--- src/rtl/decode_ex_latch.sv ---
// ID/EX pipeline latch with hazard detection, bubble insertion, forwarding selects and a bubble counter.
// Build macro: DECODE_FWD_EN enables forwarding selects (only load-use stalls); without it every RAW stalls.
module decode_ex_latch #(
    parameter int DATA_W  = 32,
    parameter int REG_AW  = 5,
    parameter int SHAMT_W = 5,
    parameter int ALUOP_W = 4,
    parameter int COUNT_W = 16
) (
    input  logic               CLK,
    input  logic               RST,
    input  logic               ihit,
    input  logic               dstall,
    input  logic               flush,
    input  logic               valid_in,
    input  logic               halt_in,
    input  logic               regWr_in,
    input  logic               dREN_in,
    input  logic               dWEN_in,
    input  logic [REG_AW-1:0]  rs_in,
    input  logic [REG_AW-1:0]  rt_in,
    input  logic [REG_AW-1:0]  regDst_in,
    input  logic [ALUOP_W-1:0] ALUOp_in,
    input  logic [1:0]         ALUSrc_in,
    input  logic [1:0]         regSel_in,
    input  logic [1:0]         PCSrc_in,
    input  logic [DATA_W-1:0]  nPC_in,
    input  logic [DATA_W-1:0]  rdat1_in,
    input  logic [DATA_W-1:0]  rdat2_in,
    input  logic [DATA_W-1:0]  imm_in,
    input  logic [SHAMT_W-1:0] shamt_in,
    input  logic               mem_regWr,
    input  logic [REG_AW-1:0]  mem_regDst,
    output logic               valid_ex,
    output logic               halt_ex,
    output logic               regWr_ex,
    output logic               dREN_ex,
    output logic               dWEN_ex,
    output logic [REG_AW-1:0]  rs_ex,
    output logic [REG_AW-1:0]  rt_ex,
    output logic [REG_AW-1:0]  regDst_ex,
    output logic [ALUOP_W-1:0] ALUOp_ex,
    output logic [1:0]         ALUSrc_ex,
    output logic [1:0]         regSel_ex,
    output logic [1:0]         PCSrc_ex,
    output logic [DATA_W-1:0]  nPC_ex,
    output logic [DATA_W-1:0]  rdat1_ex,
    output logic [DATA_W-1:0]  rdat2_ex,
    output logic [DATA_W-1:0]  imm_ex,
    output logic [SHAMT_W-1:0] shamt_ex,
    output logic [1:0]         fwdA_ex,
    output logic [1:0]         fwdB_ex,
    output logic               stall,
    output logic [COUNT_W-1:0] bubble_cnt
);

    typedef struct packed {
        logic               valid;
        logic               halt;
        logic               regwr;
        logic               dren;
        logic               dwen;
        logic [REG_AW-1:0]  rs;
        logic [REG_AW-1:0]  rt;
        logic [REG_AW-1:0]  regdst;
        logic [ALUOP_W-1:0] aluop;
        logic [1:0]         alusrc;
        logic [1:0]         regsel;
        logic [1:0]         pcsrc;
        logic [DATA_W-1:0]  npc;
        logic [DATA_W-1:0]  rdat1;
        logic [DATA_W-1:0]  rdat2;
        logic [DATA_W-1:0]  imm;
        logic [SHAMT_W-1:0] shamt;
        logic [1:0]         fwda;
        logic [1:0]         fwdb;
    } ex_t;

    localparam logic [REG_AW-1:0]  REG_ZERO = {REG_AW{1'b0}};
    localparam logic [COUNT_W-1:0] CNT_MAX  = {COUNT_W{1'b1}};

    ex_t                ex_q;
    ex_t                ex_d;
    ex_t                load_s;
    ex_t                bubble_s;
    logic [COUNT_W-1:0] bubble_cnt_q;
    logic [COUNT_W-1:0] bubble_cnt_d;
    logic               ex_hit_rs_s;
    logic               ex_hit_rt_s;
    logic               mem_hit_rs_s;
    logic               mem_hit_rt_s;
    logic               hazard_s;

    // Youngest producer wins: EX result over the one already in MEM.
    function automatic logic [1:0] fwd_sel(input logic ex_hit, input logic mem_hit);
        logic [1:0] sel;
        if (ex_hit) begin
            sel = 2'b01;
        end else if (mem_hit) begin
            sel = 2'b10;
        end else begin
            sel = 2'b00;
        end
        return sel;
    endfunction

    // Register-match terms against the EX and MEM producers.
    always_comb begin
        ex_hit_rs_s  = ex_q.valid & ex_q.regwr & (ex_q.regdst != REG_ZERO) & (ex_q.regdst == rs_in);
        ex_hit_rt_s  = ex_q.valid & ex_q.regwr & (ex_q.regdst != REG_ZERO) & (ex_q.regdst == rt_in);
        mem_hit_rs_s = mem_regWr & (mem_regDst != REG_ZERO) & (mem_regDst == rs_in);
        mem_hit_rt_s = mem_regWr & (mem_regDst != REG_ZERO) & (mem_regDst == rt_in);
    end

    // Hazard detection and the record that a load would capture.
    always_comb begin
        load_s        = '0;
        load_s.valid  = valid_in;
        load_s.halt   = halt_in & valid_in;
        load_s.regwr  = regWr_in;
        load_s.dren   = dREN_in;
        load_s.dwen   = dWEN_in;
        load_s.rs     = rs_in;
        load_s.rt     = rt_in;
        load_s.regdst = regDst_in;
        load_s.aluop  = ALUOp_in;
        load_s.alusrc = ALUSrc_in;
        load_s.regsel = regSel_in;
        load_s.pcsrc  = PCSrc_in;
        load_s.npc    = nPC_in;
        load_s.rdat1  = rdat1_in;
        load_s.rdat2  = rdat2_in;
        load_s.imm    = imm_in;
        load_s.shamt  = shamt_in;
`ifdef DECODE_FWD_EN
        hazard_s = valid_in & ex_q.valid & ex_q.dren & (ex_q.regdst != REG_ZERO) &
                   ((ex_q.regdst == rs_in) | (ex_q.regdst == rt_in));
        load_s.fwda = fwd_sel(ex_hit_rs_s, mem_hit_rs_s);
        load_s.fwdb = fwd_sel(ex_hit_rt_s, mem_hit_rt_s);
`else
        // Without forwarding any pending write to a source stalls; WB is covered by the regfile.
        hazard_s = valid_in & (ex_hit_rs_s | ex_hit_rt_s | mem_hit_rs_s | mem_hit_rt_s);
        load_s.fwda = fwd_sel(1'b0, 1'b0);
        load_s.fwdb = fwd_sel(1'b0, 1'b0);
`endif
    end

    // Next EX contents and bubble count in priority order flush, dstall, hazard, ihit.
    always_comb begin
        bubble_s      = '0;
        bubble_s.halt = ex_q.halt;
        ex_d          = ex_q;
        bubble_cnt_d  = bubble_cnt_q;
        if (flush) begin
            ex_d = '0;
        end else if (dstall) begin
            ex_d = ex_q;
        end else if (hazard_s) begin
            ex_d = bubble_s;
            if (bubble_cnt_q != CNT_MAX) begin
                bubble_cnt_d = bubble_cnt_q + COUNT_W'(1);
            end else begin
                bubble_cnt_d = bubble_cnt_q;
            end
        end else if (ihit && !ex_q.halt) begin
            ex_d = load_s;
        end else begin
            ex_d = bubble_s;
        end
    end

    // EX register and bubble counter.
    always_ff @(posedge CLK or posedge RST) begin
        if (RST) begin
            ex_q         <= '0;
            bubble_cnt_q <= '0;
        end else begin
            ex_q         <= ex_d;
            bubble_cnt_q <= bubble_cnt_d;
        end
    end

    assign stall      = hazard_s & ~flush;
    assign bubble_cnt = bubble_cnt_q;
    assign valid_ex   = ex_q.valid;
    assign halt_ex    = ex_q.halt;
    assign regWr_ex   = ex_q.regwr;
    assign dREN_ex    = ex_q.dren;
    assign dWEN_ex    = ex_q.dwen;
    assign rs_ex      = ex_q.rs;
    assign rt_ex      = ex_q.rt;
    assign regDst_ex  = ex_q.regdst;
    assign ALUOp_ex   = ex_q.aluop;
    assign ALUSrc_ex  = ex_q.alusrc;
    assign regSel_ex  = ex_q.regsel;
    assign PCSrc_ex   = ex_q.pcsrc;
    assign nPC_ex     = ex_q.npc;
    assign rdat1_ex   = ex_q.rdat1;
    assign rdat2_ex   = ex_q.rdat2;
    assign imm_ex     = ex_q.imm;
    assign shamt_ex   = ex_q.shamt;
    assign fwdA_ex    = ex_q.fwda;
    assign fwdB_ex    = ex_q.fwdb;

endmodule

--- config.mk ---
export PLATFORM = sky130hd
export DESIGN_NAME = decode_ex_latch
export DESIGN_NICKNAME = d
export VERILOG_FILES = /design/src/rtl/decode_ex_latch.sv
export SDC_FILE = /design/constraint.sdc
export NUM_CORES = 1
export LEC_CHECK = 0
export CAP_MARGIN = 0
export CELL_PAD_IN_SITES_DETAIL_PLACEMENT = 2
export CELL_PAD_IN_SITES_GLOBAL_PLACEMENT = 2
export CORE_MARGIN = 5
export CORE_UTILIZATION = 24
export CTS_CLUSTER_SIZE = 12
export DETAILED_ROUTE_END_ITERATION = 10
export GPL_TIMING_DRIVEN = 0
export PLACE_DENSITY_LB_ADDON = 0.1
export SLEW_MARGIN = 10
export SYNTH_ARGS = -nofsm -noshare
export SYNTH_HDL_FRONTEND = slang
export SYNTH_SLANG_ARGS = --single-unit
--- constraint.sdc ---
create_clock -name CLK -period 6.4 [get_ports CLK]
set_clock_uncertainty 0.2 [all_clocks]
set_input_delay 0.64 -clock CLK [delete_from_list [all_inputs] [get_ports CLK]]
set_output_delay 0.64 -clock CLK [all_outputs]
set_load 0.01 [all_outputs]
* Yosys cells after proc, flatten, opt, wreduce, memory -nomap -nowiden
Cells that the tools add are included.
** Storage, ports and cells
- Flip-flop bits (word level) :: 183
- Output and inout port bits :: 184
- ROM bits :: 0
- Bits in latches :: 0
- Input bits :: 174
- Memories kept :: 0
- Memory bits (writable) :: 0
- Word-level logic and storage cells :: 54
** Cells by class
- Equal/unequal tests :: 7
- Muxes and demuxes :: 4
- Div/mod/pow operators :: 0
- Order comparisons :: 0
- Reductions and logical operators :: 7
- $add $sub $neg :: 1
- Shift-type cells :: 0
- $mul :: 0
- Bitwise operators :: 15
** Operators by type and width (number)
- 167-bit 2-to-1 mux :: 4
- 5-bit equality test :: 4
- 16-bit by 1-bit adder with 16-bit output (second input constant) :: 1
- 16-bit != test (second input constant) :: 1
- 1-bit AND :: 10
- 5-bit nonzero test :: 2
- 4-bit AND reduction :: 1
- 1-bit bitwise OR :: 3
- 3-bit AND reduction :: 1
- 2-bit by 1-bit != test with 1-bit output (second input constant) :: 1
- 2-bit != test (second input constant) :: 1
- 1-bit inverter :: 2
- 2-bit nonzero test :: 1
- 1-bit logical AND :: 1
- 1-bit zero test :: 1

* Logic depth before layout (Yosys ltp)
Gate-level depths: netlist of run 1.
- Depth in word-level cells :: 10
- Mapped depth :: 8
- Depth with buffers taken out :: 7

* Worst setup path before layout of run 1
Ideal clock, no wire load.
- Kind :: input to output
- From :: in rt_in[1]
- To :: out stall
- Slack :: 3.422 ns
- Path buffers :: 1
- Cell stages on the path :: 6
- Arrival :: 2.138 ns
- Data required time :: 5.560 ns
- Path through :: xor2_1 -> nor3_1 -> a22oi_1 -> o22ai_1 -> clkbuf_1 -> nor2b_1
** Between the ends
- Word-level cells in the longest chain between the ends :: 7
- Elaborated cells between the ends (all ways) :: 9
- Those cells by class :: eq/ne: 2; bitwise: 7
** RTL lines
- start, declared :: line 21 : input logic [REG_AW-1:0] rt_in,
- 5-bit equality test :: line 110 : ex_hit_rt_s = ex_q.valid & ex_q.regwr & (ex_q.regdst != REG_ZERO) & (ex_q.regdst == rt_in);
- 1-bit AND :: line 110
- 1-bit bitwise OR (2 in series) :: line 142 : hazard_s = valid_in & (ex_hit_rs_s | ex_hit_rt_s | mem_hit_rs_s | mem_hit_rt_s);
- 1-bit bitwise OR (*) :: line 142
- 1-bit AND (*) :: line 142
- 1-bit AND (*) :: line 183 : assign stall = hazard_s & ~flush;
- end, declared :: line 53 : output logic stall,
Mark *: on every way between the ends. The rest lies on a longest branch, timed or not.

* Worst setup path after layout of run 1
Ends and elaborated chain as after synthesis.

==> results of run 1 <==
routing by layer:
metal / routed length, µm / GRT usage (%) / vias up
met5: 0 / 0 / -
met4: 561 / 5.83 / 0
met3: 2490 / 6.53 / 28
met2: 14100 / 29.1 / 214
met1: 11100 / 20.8 / 2981
li1: - / - / 2562
worst max path at each step:
stage             start     endpoint  slack, ns  depth (start not counted)
5_1_grt        rt_in[1]        stall       1.54                          8
6_report       rt_in[1]        stall       1.83                          8
3_3_place_gp        RST   nPC_ex[23]      -1.76                          2
2_1_floorplan       RST  ALUOp_ex[0]       0.70                          1
4_1_cts        rt_in[1]        stall       1.74                          8
3_5_place_dp   rt_in[1]        stall       1.81                          8
synthesized netlist by cell type, types with 2 or more instances:
cell        n
nor2b_1     2
a22oi_1     2
buf_4       5
xnor2_1    15
and3_1     10
inv_1       2
clkbuf_1   23
a22o_1    161
nand2_1     8
nor3_1      4
xor2_1     20
or4_1       2
dfrtp_1   179
nand3_1    11
nor2_1      7
nand4_1     2
buf_2      13
where the power goes:
| group | switching (mW) | leakage (nW) | internal, mW | total, mW |
|---|---|---|---|---|
| logic | 0.154 | 2.25 | 0.214 | 0.367 |
| clock network | 0.509 | 0.273 | 0.554 | 1.06 |
| registers | 0.0306 | 2.45 | 1.17 | 1.20 |
sequential cells by signal (all words and copies together), names as in the netlist:
signal	count
rdat2_ex	32
regSel_ex	2
PCSrc_ex	2
rdat1_ex	32
dREN_ex	1
dWEN_ex	1
regDst_ex	5
regWr_ex	1
rt_ex	5
shamt_ex	5
rs_ex	5
ALUSrc_ex	2
ALUOp_ex	4
imm_ex	32
valid_ex	1
bubble_cnt	16
nPC_ex	32
halt_ex	1
through the flow:
stage | worst slack [ns] | power, mW | std cells | hold slack (ns)
after floorplan | 0.701 | 1.34 | 484 | 0.319
after global placement | -1.76 | 1.58 | 1215 | 0.282
after detailed placement | 1.81 | 1.60 | 1216 | 0.280
after CTS | 1.74 | 2.68 | 1248 | 0.305
after global routing | 1.54 | 2.76 | 1250 | 0.318
final | 1.83 | 2.63 | 1253 | 0.303
kinds of logic (layout without fill, tap and decap cells):
family / count (synthesis) / after routing / share of synthesized area, %
XOR/XNOR: 35 / 35 / 4.52
multiplexers: 1 / 1 / 0.166
buffers and inverters: 43 / 429 / 2.90
flip-flops: 179 / 179 / 66.1
adder cells (fa/ha/maj): 1 / 1 / 0.185
AO/OA/AOI/OAI: 170 / 170 / 22.0
AND/OR/NAND/NOR: 51 / 51 / 4.03
other: 1 / 9 / 0.0553
worst register-to-register path, cell delays in order, from the launching register on:
cell and delay, ns:
dfrtp_1 0.45, or4_1 0.55, o211ai_1 0.24, o22ai_1 0.36
a2111oi_4 0.80, buf_4 0.34, buf_2 0.26, a22o_1 0.19
layout make-up:
class                           count  area share, %
Antenna cell                        5          0.110
Buffer                             41           1.65
Clock buffer                       19           3.79
Clock inverter                     13           1.24
Inverter                            2          0.132
Multi-Input combinational cell    262           18.5
Sequential cell                   179           39.2
Tap cell                          378           4.14
Timing Repair Buffer              354           31.2
==> results.cfg, run 1 <==
[outcome]
outcome = completed

[critical_path]
worst_path_most_repeated_cell = clkdlybuf4s50_1
cp_max_fo = 10
startpoint_type = input pin
worstPathCellList = clkdlybuf4s50_1, xor2_1, nor3_1, a22oi_1, o22ai_1, clkbuf_1, nor2b_1, clkdlybuf4s50_1
r2r_start = regDst_ex[1]
r2r-end = rdat2_ex[16]
r2r_cells = 7
crit_arrival_ns = 3.73
max_stage_delay_ns = 0.82
critPathBufInv = 3
worstSetupPathType = in2out
rrSetupSlack_ns = 2.93
critPathRequiredTime_ns = 5.56
cp_top_family = buffers and inverters
slowest_stage = o22ai_1
endpoint_kind = output port

[layout]
layout_common_cells = clkdlybuf4s50_1, dfrtp_1, a22o_1
multi_input_area_um2 = 2110
finalInstanceArea_um2 = 11400
fin_util_pct = 41.0
n_fill_cell = 2854
final_layout_size_suffix_gt1_share_pct = 6.09
syn2layout_area_growth_pct = 68.5
nNetsFinal = 1032
ff_latch_area_um2 = 4480
final_common_cell = clkdlybuf4s50_1

[clock_tree]
cts_made_buffers = 17
cts_tree = built
ctsHoldBuffers = 0
cts_sinks = 179
cts_root_buf = clkbuf_16
cts.path.max_buffers = 2
cts_setup_buffers = 0
ctsResizeCount = 0
h-tree-depth = 4
clkLatencyLatePin_ns = 0.43
cts.clk_slew.worst_paths_ns = 0.07

[synth]
synth_area_um2 = 6780
yosysTopAreaCellShare_pct = 66.1
synth_top_area_cell = dfrtp_1
ys.warnings.count = 0
synth-seq-cells = 179
synth-edff-count = 0
synthArstFlopShare_pct = 100
netlist_instances = 481
syn_avg_cell_area_um2 = 14.1
synth-main-ff-cell = dfrtp_1
synth.area.top_cells = dfrtp_1, a22o_1, xor2_1, xnor2_1, clkbuf_1
ys_types = 32
yosysSeqAreaShare_pct = 66.1

[floorplan]
io_pins = 358
die_y_um = 178
num_rows = 61
core_area_um2 = 27900
initial_utilization_pct = 24.3
dieWidth_um = 178
die-area_um2 = 31700

[min_path]
holdPathStages = 1
min-delay-start = bubble_cnt[15]
hp-class = reg2reg
hold_end = bubble_cnt[15]

[placed_design]
io_buffers = 353
place_congestion = 0.799
dpl_cell_area_um2 = 10800
dp_hpwl_mm = 21.2

[drt]
wl_per_cell_um = 22.5
vias_per_cell = 4.62
drtPass1Iterations = 4
drtIter0Drc = 188
routed_wl_mm = 28.2
drc = 0
vias = 5785
detail-route-antenna-nets = 0

[power]
p_per_area_nw_per_um2 = 231
leakage_nw = 4.97
ir_drop_uv = 148

[timing]
rsz0062_at_grt = no
maxSlewHeadroom_pct = 29.2
fin_crit_sh_pct = 71.4
timing.final.hold_violations = 0
slew_violations = 0
setup-tns-final_ns = 0
setup_viol = 0
finalCriticalPeriod_ns = 4.57
fmax_ghz = 0.219
tightest_slew_ns = 1.06

[global_route]
grt_max_degree = 111
antenna_found_initial = 2
grt_pass1_vias = 6790
grt_pass1_wl_mm = 42.2
globalRouteOverflowTotal = 0
grt_usage_pct = 17.4

[job]
cap_violations = 0
Note: power is estimated with default switching activity, not from simulation.
==> run 2, diff against run 1 <==
==> constraint.sdc (replaced) <==
create_clock -name CLK -period 4.8 [get_ports CLK]
set_clock_uncertainty 0.2 [all_clocks]
set_input_delay 0.48 -clock CLK [delete_from_list [all_inputs] [get_ports CLK]]
set_output_delay 0.48 -clock CLK [all_outputs]
set_load 0.01 [all_outputs]
==> run 2 against run 1 <==
Effect of this change:
- clock-buffer cell count unchanged
- design area increased by 0.67%
- global-route usage decreased by 0.058 points
- register-to-register slack worse by 1.6 ns
- cell count rose by 0.24%
- via count rose by 0.17%
- utilization grew 0.27 points
- worst hold slack worse by 0.075 ns
- critical path type unchanged
- critical endpoint unchanged
- highest routed layer unchanged
==> results.cfg, run 2 (synthesis results as in run 1) <==
[floorplan]
core_area_um2 = 27900
num_rows = 61
initial_utilization_pct = 24.3
dieWidth_um = 178
die_y_um = 178
die-area_um2 = 31700
io_pins = 358

[clock_tree]
cts_made_buffers = 17
h-tree-depth = 4
cts_sinks = 179
clkLatencyLatePin_ns = 0.42
cts_root_buf = clkbuf_16
cts_setup_buffers = 0
cts.clk_slew.worst_paths_ns = 0.08
ctsResizeCount = 0
cts.path.max_buffers = 2
cts_tree = built
ctsHoldBuffers = 0

[drt]
drtIter0Drc = 207
drc = 0
drtPass1Iterations = 4
routed_wl_mm = 28.4
wl_per_cell_um = 22.6
vias = 5795
vias_per_cell = 4.61
detail-route-antenna-nets = 0

[min_path]
hp-class = in2async

[job]
cap_violations = 0

[critical_path]
critPathBufInv = 3
max_stage_delay_ns = 0.79
critPathRequiredTime_ns = 4.12
worstSetupPathType = in2out
startpoint_type = input pin
worstPathCellList = clkdlybuf4s50_1, xor2_1, nor3_1, a22oi_1, o22ai_1, clkbuf_1, nor2b_1, clkdlybuf4s50_1
cp_top_family = buffers and inverters
cp_max_fo = 10
slowest_stage = o22ai_1
worst_path_most_repeated_cell = clkdlybuf4s50_1
endpoint_kind = output port
crit_arrival_ns = 3.54

[timing]
slew_violations = 0
tightest_slew_ns = 1.01
fin_hold_ws_ns = 0.227
fin_crit_sh_pct = 88.0
fmax_ghz = 0.237
setup-tns-final_ns = 0
rsz0062_at_grt = no
finalCriticalPeriod_ns = 4.22
maxSlewHeadroom_pct = 32.4
timing.final.hold_violations = 0
setup_viol = 0

[placed_design]
dp_hpwl_mm = 21.8
place_congestion = 0.809
placed_cells = 1220
dpl_cell_area_um2 = 10900
io_buffers = 353

[global_route]
grt_max_degree = 39
grt_pass1_wl_mm = 42.3
grt_pass1_vias = 6807
antenna_found_initial = 3
grt_usage_pct = 17.4
globalRouteOverflowTotal = 0

[layout]
layout_common_cells = clkdlybuf4s50_1, dfrtp_1, a22o_1
final_common_cell = clkdlybuf4s50_1
final_layout_size_suffix_gt1_share_pct = 6.75
nNetsFinal = 1036
syn2layout_area_growth_pct = 69.6
finalNonFillerCells = 1256
fin_util_pct = 41.3
finalInstanceArea_um2 = 11500

[outcome]
outcome = completed

[power]
ir_drop_uv = 178
p_per_area_nw_per_um2 = 304
leakage_nw = 5.01
## run 2: cell count changes in the layout (fill, tap and decap cells not counted), moves of 2 or more
cell | before | now
buf_12 | 0 | 5
clkbuf_1 | 25 | 23
clkbuf_8 | 0 | 2
clkinv_4 | 1 | 3
inv_6 | 4 | 2
## run 2: layout make-up
type / count / area [µm²]
Sequential cell: 179 / 4480
Antenna cell: 4 / 10.0
Tap cell: 378 / 473
Inverter: 2 / 11.3
Multi-Input combinational cell: 262 / 2110
Clock buffer: 19 / 453
Fill cell: 2800 / 16400
Buffer: 41 / 189
Clock inverter: 13 / 131
Timing Repair Buffer: 358 / 3630
## run 2: final timing paths
kind	startpoint	to	slack, ns	cells after the start
max in group asynchronous	RST	rs_ex[4]	3.36	4
max reg2reg	regDst_ex[1]	rdat2_ex[20]	1.37	7
min in group CLK	bubble_cnt[14]	bubble_cnt[14]	0.30	1
min reg2reg	bubble_cnt[14]	bubble_cnt[14]	0.30	1
min	RST	rdat1_ex[0]	0.23	2
max	rs_in[2]	stall	0.58	8
## run 2: routing by layer
layer  global-route usage (%)  up-vias  routed length [µm]
met5                        0        -                   0
met3                     5.70       27                2340
met1                     20.3     2974               11100
met4                     5.87        0                 576
li1                         -     2572                   -
met2                     30.1      222               14300
## run 2: power breakdown
part / total, mW / internal (mW) / leakage (nW) / switching (mW)
combinational: 0.499 / 0.291 / 2.27 / 0.208
sequential: 1.60 / 1.56 / 2.45 / 0.0392
clock: 1.40 / 0.720 / 0.283 / 0.675
## run 2: worst register-to-register path, stage by stage (launching register included)
cell and delay (ns):
dfrtp_1 0.45, or4_1 0.55, o211ai_1 0.19, o22ai_1 0.33
a2111oi_4 0.85, buf_4 0.35, buf_2 0.27, a22o_1 0.19
## run 2: stage by stage
stage / total power [mW] / setup WS, ns
6_report: 3.50 / 0.578
5_1_grt: 3.66 / 0.392
4_1_cts: 3.56 / 0.498
3_5_place_dp: 2.14 / 0.503
3_3_place_gp: 2.11 / 0.281
2_1_floorplan: 1.79 / 1.83
